==> src/rtl/sqrt_mag_ctrl_pkg.sv <==
// Shared definitions for the magnitude estimator: FSM states, operator
// codes for the shared abs/min/max unit and the default datapath width.
package sqrt_mag_ctrl_pkg;

   localparam int DATA_WIDTH = 16;

   typedef enum logic [2:0] {
      S_IDLE  = 3'd0,
      S_ABS_A = 3'd1,
      S_ABS_B = 3'd2,
      S_MAX   = 3'd3,
      S_MIN   = 3'd4,
      S_COMB  = 3'd5,
      S_DONE  = 3'd6
   } state_t;

   typedef enum logic [1:0] {
      OP_NONE = 2'b00,
      OP_ABS  = 2'b01,
      OP_MIN  = 2'b10,
      OP_MAX  = 2'b11
   } op_t;

   // Operator the shared unit must perform while the FSM sits in state s.
   function automatic op_t op_for(input state_t s);
      op_t op;
      case (s)
         S_ABS_A, S_ABS_B: op = OP_ABS;
         S_MAX:            op = OP_MAX;
         S_MIN:            op = OP_MIN;
         default:          op = OP_NONE;
      endcase
      return op;
   endfunction

endpackage

==> src/rtl/sqrt_mag_ctrl_if.sv <==
// Request/response bundle of the magnitude estimator. The op field exposes
// the operator currently applied by the shared unit for observation.
interface sqrt_mag_ctrl_if
   import sqrt_mag_ctrl_pkg::*;
#(
   parameter int WIDTH = DATA_WIDTH
);
   logic             start;
   logic [WIDTH-1:0] a;
   logic [WIDTH-1:0] b;
   logic             ready;
   logic             busy;
   logic             done;
   logic [WIDTH-1:0] mag;
   op_t              op;

   modport master (output start, a, b, input ready, busy, done, mag, op);
   modport slave  (input start, a, b, output ready, busy, done, mag, op);
endinterface

==> src/rtl/sqrt_mag_ctrl_absminmax.sv <==
// Shared combinational operator: saturating absolute value of op_a,
// or unsigned min/max of op_a and op_b, selected by op.
module AbsMinMax_16bit
   import sqrt_mag_ctrl_pkg::*;
#(
   parameter int WIDTH = DATA_WIDTH
)
(
   input  logic [WIDTH-1:0] op_a,
   input  logic [WIDTH-1:0] op_b,
   input  op_t              op,
   output logic [WIDTH-1:0] res
);
   localparam logic [WIDTH-1:0] MOST_NEG = {1'b1, {(WIDTH-1){1'b0}}};
   localparam logic [WIDTH-1:0] MOST_POS = {1'b0, {(WIDTH-1){1'b1}}};
   localparam logic [WIDTH-1:0] ONE      = {{(WIDTH-1){1'b0}}, 1'b1};

   logic [WIDTH-1:0] sat_s;

   // Clamp the most negative value first so that negation cannot wrap.
   always_comb begin
      sat_s = (op_a == MOST_NEG) ? MOST_POS : op_a;
      res   = {WIDTH{1'b0}};
      case (op)
         OP_ABS:  res = sat_s[WIDTH-1] ? (~sat_s + ONE) : sat_s;
         OP_MIN:  res = (op_a < op_b) ? op_a : op_b;
         OP_MAX:  res = (op_a < op_b) ? op_b : op_a;
         default: res = {WIDTH{1'b0}};
      endcase
   end
endmodule

==> src/rtl/sqrt_mag_ctrl.sv <==
// Magnitude estimator: mag ~ sqrt(a^2+b^2) computed as
// max(x, x - x/8 + y/2) with x/y the larger/smaller of |a|, |b|.
// One shared abs/min/max unit is sequenced through ABS_A..MIN.
module sqrt_mag_ctrl
   import sqrt_mag_ctrl_pkg::*;
#(
   parameter int WIDTH = DATA_WIDTH
)
(
   input logic           clk,
   input logic           rst_n,
   sqrt_mag_ctrl_if.slave bus
);
   state_t           state_r, next_s;
   op_t              op_r;
   logic             ready_r, busy_r, done_r, accept_s;
   logic [WIDTH-1:0] a_l_r, b_l_r, abs_a_r, abs_b_r, x_r, y_r, mag_r;
   logic [WIDTH-1:0] unit_a_s, unit_b_s, unit_res_s;
   logic [WIDTH:0]   t_r, t_s, x_ext_s;
   logic             unused_t_s;

   assign accept_s   = bus.start && ready_r;
   assign bus.ready  = ready_r;
   assign bus.busy   = busy_r;
   assign bus.done   = done_r;
   assign bus.mag    = mag_r;
   assign bus.op     = op_r;
   assign unused_t_s = ^t_r;

   AbsMinMax_16bit #(.WIDTH(WIDTH)) u_amm (
      .op_a (unit_a_s),
      .op_b (unit_b_s),
      .op   (op_r),
      .res  (unit_res_s)
   );

   // Next-state logic of the sequencer.
   always_comb begin
      next_s = state_r;
      case (state_r)
         S_IDLE:  next_s = accept_s ? S_ABS_A : S_IDLE;
         S_ABS_A: next_s = S_ABS_B;
         S_ABS_B: next_s = S_MAX;
         S_MAX:   next_s = S_MIN;
         S_MIN:   next_s = S_COMB;
         S_COMB:  next_s = S_DONE;
         S_DONE:  next_s = accept_s ? S_ABS_A : S_IDLE;
         default: next_s = S_IDLE;
      endcase
   end

   // Operand routing into the shared unit and the combine-step arithmetic.
   always_comb begin
      unit_a_s = {WIDTH{1'b0}};
      unit_b_s = {WIDTH{1'b0}};
      case (state_r)
         S_ABS_A: unit_a_s = a_l_r;
         S_ABS_B: unit_a_s = b_l_r;
         S_MAX, S_MIN: begin
            unit_a_s = abs_a_r;
            unit_b_s = abs_b_r;
         end
         default: unit_a_s = {WIDTH{1'b0}};
      endcase
      x_ext_s = {1'b0, x_r};
      t_s     = x_ext_s - (x_ext_s >> 3'd3) + ({1'b0, y_r} >> 1'd1);
   end

   // State register plus status/op outputs registered from the next state.
   always_ff @(posedge clk or negedge rst_n) begin
      if (!rst_n) begin
         state_r <= S_IDLE;
         ready_r <= 1'b1;
         busy_r  <= 1'b0;
         done_r  <= 1'b0;
         op_r    <= OP_NONE;
      end else begin
         state_r <= next_s;
         ready_r <= (next_s == S_IDLE) || (next_s == S_DONE);
         busy_r  <= (next_s != S_IDLE) && (next_s != S_DONE);
         done_r  <= (next_s == S_DONE);
         op_r    <= op_for(next_s);
      end
   end

   // Operand latch and per-step capture of intermediate results.
   always_ff @(posedge clk or negedge rst_n) begin
      if (!rst_n) begin
         a_l_r   <= {WIDTH{1'b0}};
         b_l_r   <= {WIDTH{1'b0}};
         abs_a_r <= {WIDTH{1'b0}};
         abs_b_r <= {WIDTH{1'b0}};
         x_r     <= {WIDTH{1'b0}};
         y_r     <= {WIDTH{1'b0}};
         t_r     <= {(WIDTH+1){1'b0}};
         mag_r   <= {WIDTH{1'b0}};
      end else begin
         if (accept_s) begin
            a_l_r <= bus.a;
            b_l_r <= bus.b;
         end
         case (state_r)
            S_ABS_A: abs_a_r <= unit_res_s;
            S_ABS_B: abs_b_r <= unit_res_s;
            S_MAX:   x_r     <= unit_res_s;
            S_MIN:   y_r     <= unit_res_s;
            S_COMB: begin
               t_r   <= t_s;
               mag_r <= (t_s > x_ext_s) ? t_s[WIDTH-1:0] : x_r;
            end
            default: begin
            end
         endcase
      end
   end
endmodule

==> src/flat_wrapper.sv <==
// flat-port wrapper written by rule: the top's interface ports become plain ports
module sqrt_mag_ctrl_flat import sqrt_mag_ctrl_pkg::*;
#(
   parameter int WIDTH = DATA_WIDTH
)
  (clk, rst_n, bus_start, bus_a, bus_b, bus_ready, bus_busy, bus_done, bus_mag, bus_op);
  sqrt_mag_ctrl_if #(.WIDTH(WIDTH)) bus_i ();
  input logic clk;
  input logic rst_n;
  input wire logic [$bits(bus_i.start)-1:0] bus_start;
  input wire logic [$bits(bus_i.a)-1:0] bus_a;
  input wire logic [$bits(bus_i.b)-1:0] bus_b;
  output wire logic [$bits(bus_i.ready)-1:0] bus_ready;
  output wire logic [$bits(bus_i.busy)-1:0] bus_busy;
  output wire logic [$bits(bus_i.done)-1:0] bus_done;
  output wire logic [$bits(bus_i.mag)-1:0] bus_mag;
  output wire logic [$bits(bus_i.op)-1:0] bus_op;
  assign bus_i.start = bus_start;
  assign bus_i.a = bus_a;
  assign bus_i.b = bus_b;
  assign bus_ready = bus_i.ready;
  assign bus_busy = bus_i.busy;
  assign bus_done = bus_i.done;
  assign bus_mag = bus_i.mag;
  assign bus_op = bus_i.op;
  sqrt_mag_ctrl #(.WIDTH(WIDTH)) u_core (.clk(clk), .rst_n(rst_n), .bus(bus_i));
endmodule
==> config.mk <==
export PLATFORM = sky130hd
export DESIGN_NAME = sqrt_mag_ctrl_flat
export DESIGN_NICKNAME = d
export VERILOG_FILES = /design/src/rtl/sqrt_mag_ctrl_pkg.sv /design/src/rtl/sqrt_mag_ctrl_if.sv /design/src/rtl/sqrt_mag_ctrl_absminmax.sv /design/src/rtl/sqrt_mag_ctrl.sv /design/src/flat_wrapper.sv
export SDC_FILE = /design/constraint.sdc
export NUM_CORES = 1
export LEC_CHECK = 0
export ABC_AREA = 1
export ABC_CLOCK_PERIOD_IN_PS = 4600
export BUFFER_PORTS_ARGS = -buffer_cell sky130_fd_sc_hd__buf_2
export CORE_MARGIN = 2
export CORE_UTILIZATION = 38
export CTS_CLUSTER_SIZE = 25
export DETAILED_ROUTE_END_ITERATION = 10
export PLACE_DENSITY_LB_ADDON = 0.3
export SLEW_MARGIN = 5
export SYNTH_ARGS = -nofsm -noshare
export SYNTH_HDL_FRONTEND = slang
export SYNTH_SLANG_ARGS = --single-unit
==> constraint.sdc <==
create_clock -name clk -period 4.6 [get_ports clk]
set_input_delay 0.69 -clock clk [delete_from_list [all_inputs] [get_ports clk]]
set_output_delay 0.69 -clock clk [all_outputs]
set_load 0.02 [all_outputs]
-- After elaboration in Yosys (flattened, before gate mapping)
Index checks and enable logic that the tools add are counted.
Widths: inputs -> output; s select.
- $add $sub $neg: 3
- magnitude comparators: 2
- eq/ne operators: 16
- mux-type cells: 11
- bitwise gates (word level): 1
- reduce and logical (&&, ||, !) cells: 9
- operator list (cell ; count):
    $mux 16 ; 6
    $pmux 16 s3 ; 2
    $pmux 3 s6 ; 1
    $add 17x15->17 ; 1
    $gt 17x16->1 ; 1
    $sub 16x13->17 ; 1
    $add 16x1->16 const B ; 1
    $eq 16x16->1 const B ; 1
    $lt 16x16->1 ; 1
    $not 16->16 ; 1
    $eq 3x3->1 const B ; 5
    $eq 3x2->1 const B ; 4
    $eq 3x1->1 const B ; 2
    $logic_not 3->1 ; 2
    $pmux 2 s3 ; 1
    $reduce_or 2->1 ; 3
    $eq 2x2->1 const B ; 2
    $ne 3x3->1 const B ; 1
    $reduce_bool 3->1 ; 1
    $eq 2x1->1 const B ; 1
    $logic_and 1x1->1 ; 2
    $logic_or 1x1->1 ; 1
    $mux 1 ; 1
- register bits after elaboration: 120
- bits of input ports: 35
- output and inout bits: 21
- logic and storage cells: 54

-- Logic depth before layout (Yosys ltp)
- word-level depth: 9
- mapped depth: 28
- mapped depth without buffers: 26

-- By module
A second synthesis with hierarchy kept.
- cells, all modules: 1171
- area, all modules: 8231.6 sq um
- by module, submodules not included (module ; times used ; cells an instance ; area an instance (sq um) ; sequential area each (sq um)):
    sqrt_mag_ctrl ; 1 ; 866 ; 6662.6 ; 2979.1
    AbsMinMax_16bit ; 1 ; 305 ; 1569.0 ; 0.0

-- Least setup slack after synthesis
Ideal clock, no wire load.
- path type: register to register
- from: reg u_core.x_r[1]
- to: reg u_core.mag_r[10], in the netlist u_core.bus.mag[10]
- library setup time: 0.118 ns
- arrival: 3.917 ns
- required time: 4.482 ns
- path slack: 0.565 ns
- stages on the path, launching flop included: 26
- buffers on the path: 2
- clock period less this slack: 4.035 ns
- cells stage by stage: dfrtp_1 -> inv_1 -> fa_1 -> fa_1 -> o21ai_1 -> a21oi_1 -> o21bai_1 -> xor2_1 -> inv_1 -> ha_1 -> nand2_1 -> nor2_1 -> nand3b_1 -> nand4_1 -> nand2_1 -> inv_1 -> o21ai_0 -> nand2_1 -> a21oi_1 -> or2_2 -> clkbuf_1 -> nand2_1 -> buf_2 -> nand2_1 -> nand3_1 -> nand2_1
- word-level cells in the longest chain between the ends: 4
- ends and longest elaborated chain (item ; line ; text):
    start: declaration ; sqrt_mag_ctrl.sv:17 ; logic [WIDTH-1:0] a_l_r, b_l_r, abs_a_r, abs_b_r, x_r, y_r, mag_r;
    start signal: assignment ; sqrt_mag_ctrl.sv:93 ; x_r <= {WIDTH{1'b0}};
    start signal: assignment ; sqrt_mag_ctrl.sv:105 ; S_MAX: x_r <= unit_res_s;
    $sub 16x13->17 ; sqrt_mag_ctrl.sv:66 ; t_s = x_ext_s - (x_ext_s >> 3'd3) + ({1'b0, y_r} >> 1'd1);
    $add 17x15->17 ; sqrt_mag_ctrl.sv:66 ;
    $gt 17x16->1 ; sqrt_mag_ctrl.sv:109 ; mag_r <= (t_s > x_ext_s) ? t_s[WIDTH-1:0] : x_r;
    $mux 16 * ; sqrt_mag_ctrl.sv:109 ;
    end signal: assignment ; sqrt_mag_ctrl.sv:96 ; mag_r <= {WIDTH{1'b0}};
    end signal: assignment ; sqrt_mag_ctrl.sv:109 ;
    end: declaration ; sqrt_mag_ctrl.sv:17 ;
Mark *: on every way between the ends. The rest lies on a longest branch, timed or not.
A chain may end at the register's enable or synchronous reset.

-- Worst setup path after layout
- from: reg u_core.y_r[3]
- to: reg u_core.mag_r[10], in the netlist u_core.bus.mag[10]
- word-level cells in the longest chain between the ends: 3
- ends and longest elaborated chain (item ; line ; text):
    start: declaration ; sqrt_mag_ctrl.sv:17 ;
    start signal: assignment ; sqrt_mag_ctrl.sv:94 ; y_r <= {WIDTH{1'b0}};
    start signal: assignment ; sqrt_mag_ctrl.sv:106 ; S_MIN: y_r <= unit_res_s;
    $add 17x15->17 * ; sqrt_mag_ctrl.sv:66 ;
    $gt 17x16->1 ; sqrt_mag_ctrl.sv:109 ;
    $mux 16 * ; sqrt_mag_ctrl.sv:109 ;
Marked as above.

==> results.yml <==
synth:
  netlist_instances: 1112
  synth_cell_type_count: 41
  synth_fa_ha_area_share_pct: 10.7
  synthArstFlopShare_pct: 100
  syn_nets: 1211
  yosys_warnings: 0
  yosysTopAreaCellShare_pct: 35.2
  ys_seq_elements: 119
  synth_area_leaders: "dfrtp_1 (35%), nand2_1 (18%), ha_1 (7.6%)"
  dominantRegCellSynth: "dfrtp_1"
  synthMuxAreaShare_pct: 4.29
  synth_edf_count: 0
  synth_seq_area_share_pct: 35.5
  synth_top_family_by_area: "simple AND/OR/NAND/NOR gates"
  synth_compound_area_share_pct: 4.97
  postSynthAreaPerCell_um2: 7.55
  synth_xor_area_share_pct: 1.56
  yosysTopAreaCell: "dfrtp_1"
  synthesis.area_um2: 8400
  yosys.area_share.simple_pct: 34.1
clock_tree:
  htreeDepth: 4
  cts_tree: "yes"
  clk_path_buf_depth: 2
  clock-sinks: 119
  cts_hold_buf: 0
  numCtsBuffers: 17
  path_clk_slew_ns: 0.05
  cts_root_buffer: "clkbuf_16"
  clk_latency_ns: 0.43
timing:
  period_share_pct: 90.8
  slew_violations: 0
  max_slew_margin_pct: 38.3
  worst_hold_slack_ns: 0.390
  worst_slew_pin_slew_ns: 0.926
  hold_violations: 0
  fin_crit_ns: 4.18
  finalSetupViolCount: 0
  skew_ns: 0.0154
  grt_setup_unrepaired: "no"
  tns_ns: 0
  fmax_mhz: 239
final_layout:
  layout_commonest_cell: "nand2_1"
  synthToLayoutAreaGrowth_pct: 13.5
  fin_cells: 1456
  final_cell_mix: "nand2_1 (408), inv_1 (132), nand3_1 (123)"
  drive_above_1_share_pct: 16.8
  final_cell_area_um2: 9530
  nets: 1262
  antennaDiodeCount: 0
die:
  die_w_um: 153
  io_pins: 56
  die_y_um: 153
  dieArea_um2: 23300
  core-area_um2: 21800
  rows: 54
  initial_core_util_pct: 38.6
hold_path:
  hold_class: "input port to async pin"
grt:
  grt_max_degree: 73
  grt_usage_pct: 18.0
  grt_pass1_vias: 6953
  grt-ovfl-total: 0
  antenna_found_initial: 0
  grt_first_pass_wirelength_mm: 34.6
setup_path:
  end_kind: "flip-flop"
  slowest_delay_ns: 0.54
  critical_path_buf_inv_count: 6
  path_max_fanout: 16
  slowest_stage: "fa_1"
  cp_top_family: "adder cells"
  crit_path_frequent_cell: "nand2_1"
  cp-start-kind: "flip-flop"
  required_ns: 4.91
  critical_path_class: "flip-flop to flip-flop"
  arrival_ns: 4.49
flow_run:
  max_cap_violations: 0
routing:
  drcViolationCount: 0
  vias_per_cell: 4.94
  ant_nets: 0
  first_pass_iters: 5
  routed_wl_mm: 20.1
  wire_per_inst_um: 13.8
  drt_iter0_markers: 456
  vias: 7197
place:
  place.gp.congestion: 0.887
  detailed_place_hpwl_mm: 14.9
  dp.cells: 1424
  dpl_cell_area_um2: 8910
  portBuffers: 55
run_status:
  outcome: "completed"
per-stage QoR:
step	setup slack, ns	util, %
global placement	0.334	41.0
CTS	0.198	43.8
global route	0.0113	43.8
finish	0.421	43.8
floorplan	0.565	-
detailed placement	0.236	41.0
cell families after synthesis:
kind of cell / count (synthesis)
DFF: 119
adders and majority gates: 64
AOI/OAI and AO/OA: 69
buffers and inverters: 176
and+or+nand+nor: 637
muxes: 32
xor gates and xnor gates: 15
sequential cells by signal, indices dropped and copies added, names as in the netlist:
| name | flops |
|---|---|
| u_core.bus.ready | 1 |
| u_core.bus.busy | 1 |
| u_core.b_l_r | 16 |
| u_core.bus.mag | 16 |
| u_core.x_r | 16 |
| u_core.y_r | 15 |
| u_core.a_l_r | 16 |
| u_core.state_r | 3 |
| u_core.bus.done | 1 |
| u_core.abs_a_r | 16 |
| u_core.bus.op | 2 |
| u_core.abs_b_r | 16 |
what timing repair did:
action | 4_1_cts | 5_1_grt
gates resized for setup | 0 | 3
setup buffers | 0 | 0
endpoints found under the setup margin | 0 | 16
metal layers:
| metal | vias to the layer above | GRT usage, % | routed length, um |
|---|---|---|---|
| li1 | 3650 | - | - |
| met1 | 3337 | 24.0 | 9530 |
| met2 | 184 | 29.6 | 9270 |
| met3 | 26 | 3.87 | 964 |
| met4 | 0 | 5.16 | 328 |
| met5 | - | 0 | 0 |
cells in the mapped netlist, types with 3 or more instances:
| cell type | number |
|---|---|
| nand3_4 | 5 |
| ha_1 | 51 |
| nor2_1 | 42 |
| xor2_1 | 14 |
| nand2_1 | 409 |
| nor3_1 | 3 |
| mux2_2 | 32 |
| nand2_2 | 15 |
| clkbuf_1 | 16 |
| nand4_1 | 8 |
| inv_1 | 132 |
| nor2_4 | 4 |
| fa_1 | 13 |
| nand3_1 | 123 |
| buf_2 | 11 |
| dfrtp_1 | 118 |
| o21bai_1 | 3 |
| o21ai_1 | 4 |
| buf_4 | 3 |
| o211ai_1 | 5 |
| inv_2 | 3 |
| o21ai_0 | 15 |
| a21oi_1 | 28 |
| nor2_2 | 4 |
| nand3_2 | 17 |
| a31oi_1 | 4 |
| nand2_4 | 5 |
| buf_6 | 8 |
final cells by class:
type | count | area, um^2
Multi-Input combinational cell | 817 | 4680
Inverter | 138 | 520
Timing Repair Buffer | 70 | 390
Sequential cell | 119 | 2980
Tap cell | 280 | 350
Clock buffer | 20 | 467
Clock inverter | 12 | 141
Fill cell | 2238 | 12200
worst paths after layout:
path	endpoint	cells past startpoint	startpoint	slack, ns
setup / recovery	u_core.bus.mag[10]	26	u_core.y_r[3]	0.42
hold / removal	u_core.x_r[4]	1	rst_n	0.39
setup reg to reg	u_core.bus.mag[10]	26	u_core.y_r[3]	0.42
hold reg to reg	u_core.bus.mag[8]	2	u_core.bus.mag[8]	0.47
max in group asynchronous	u_core.bus.ready	2	rst_n	3.24
min in group clk	u_core.bus.mag[8]	2	u_core.bus.mag[8]	0.47
Power is left out: the tool's default activity adds up to more than one toggle a clock period on the data nets, which glitch-free logic cannot reach.
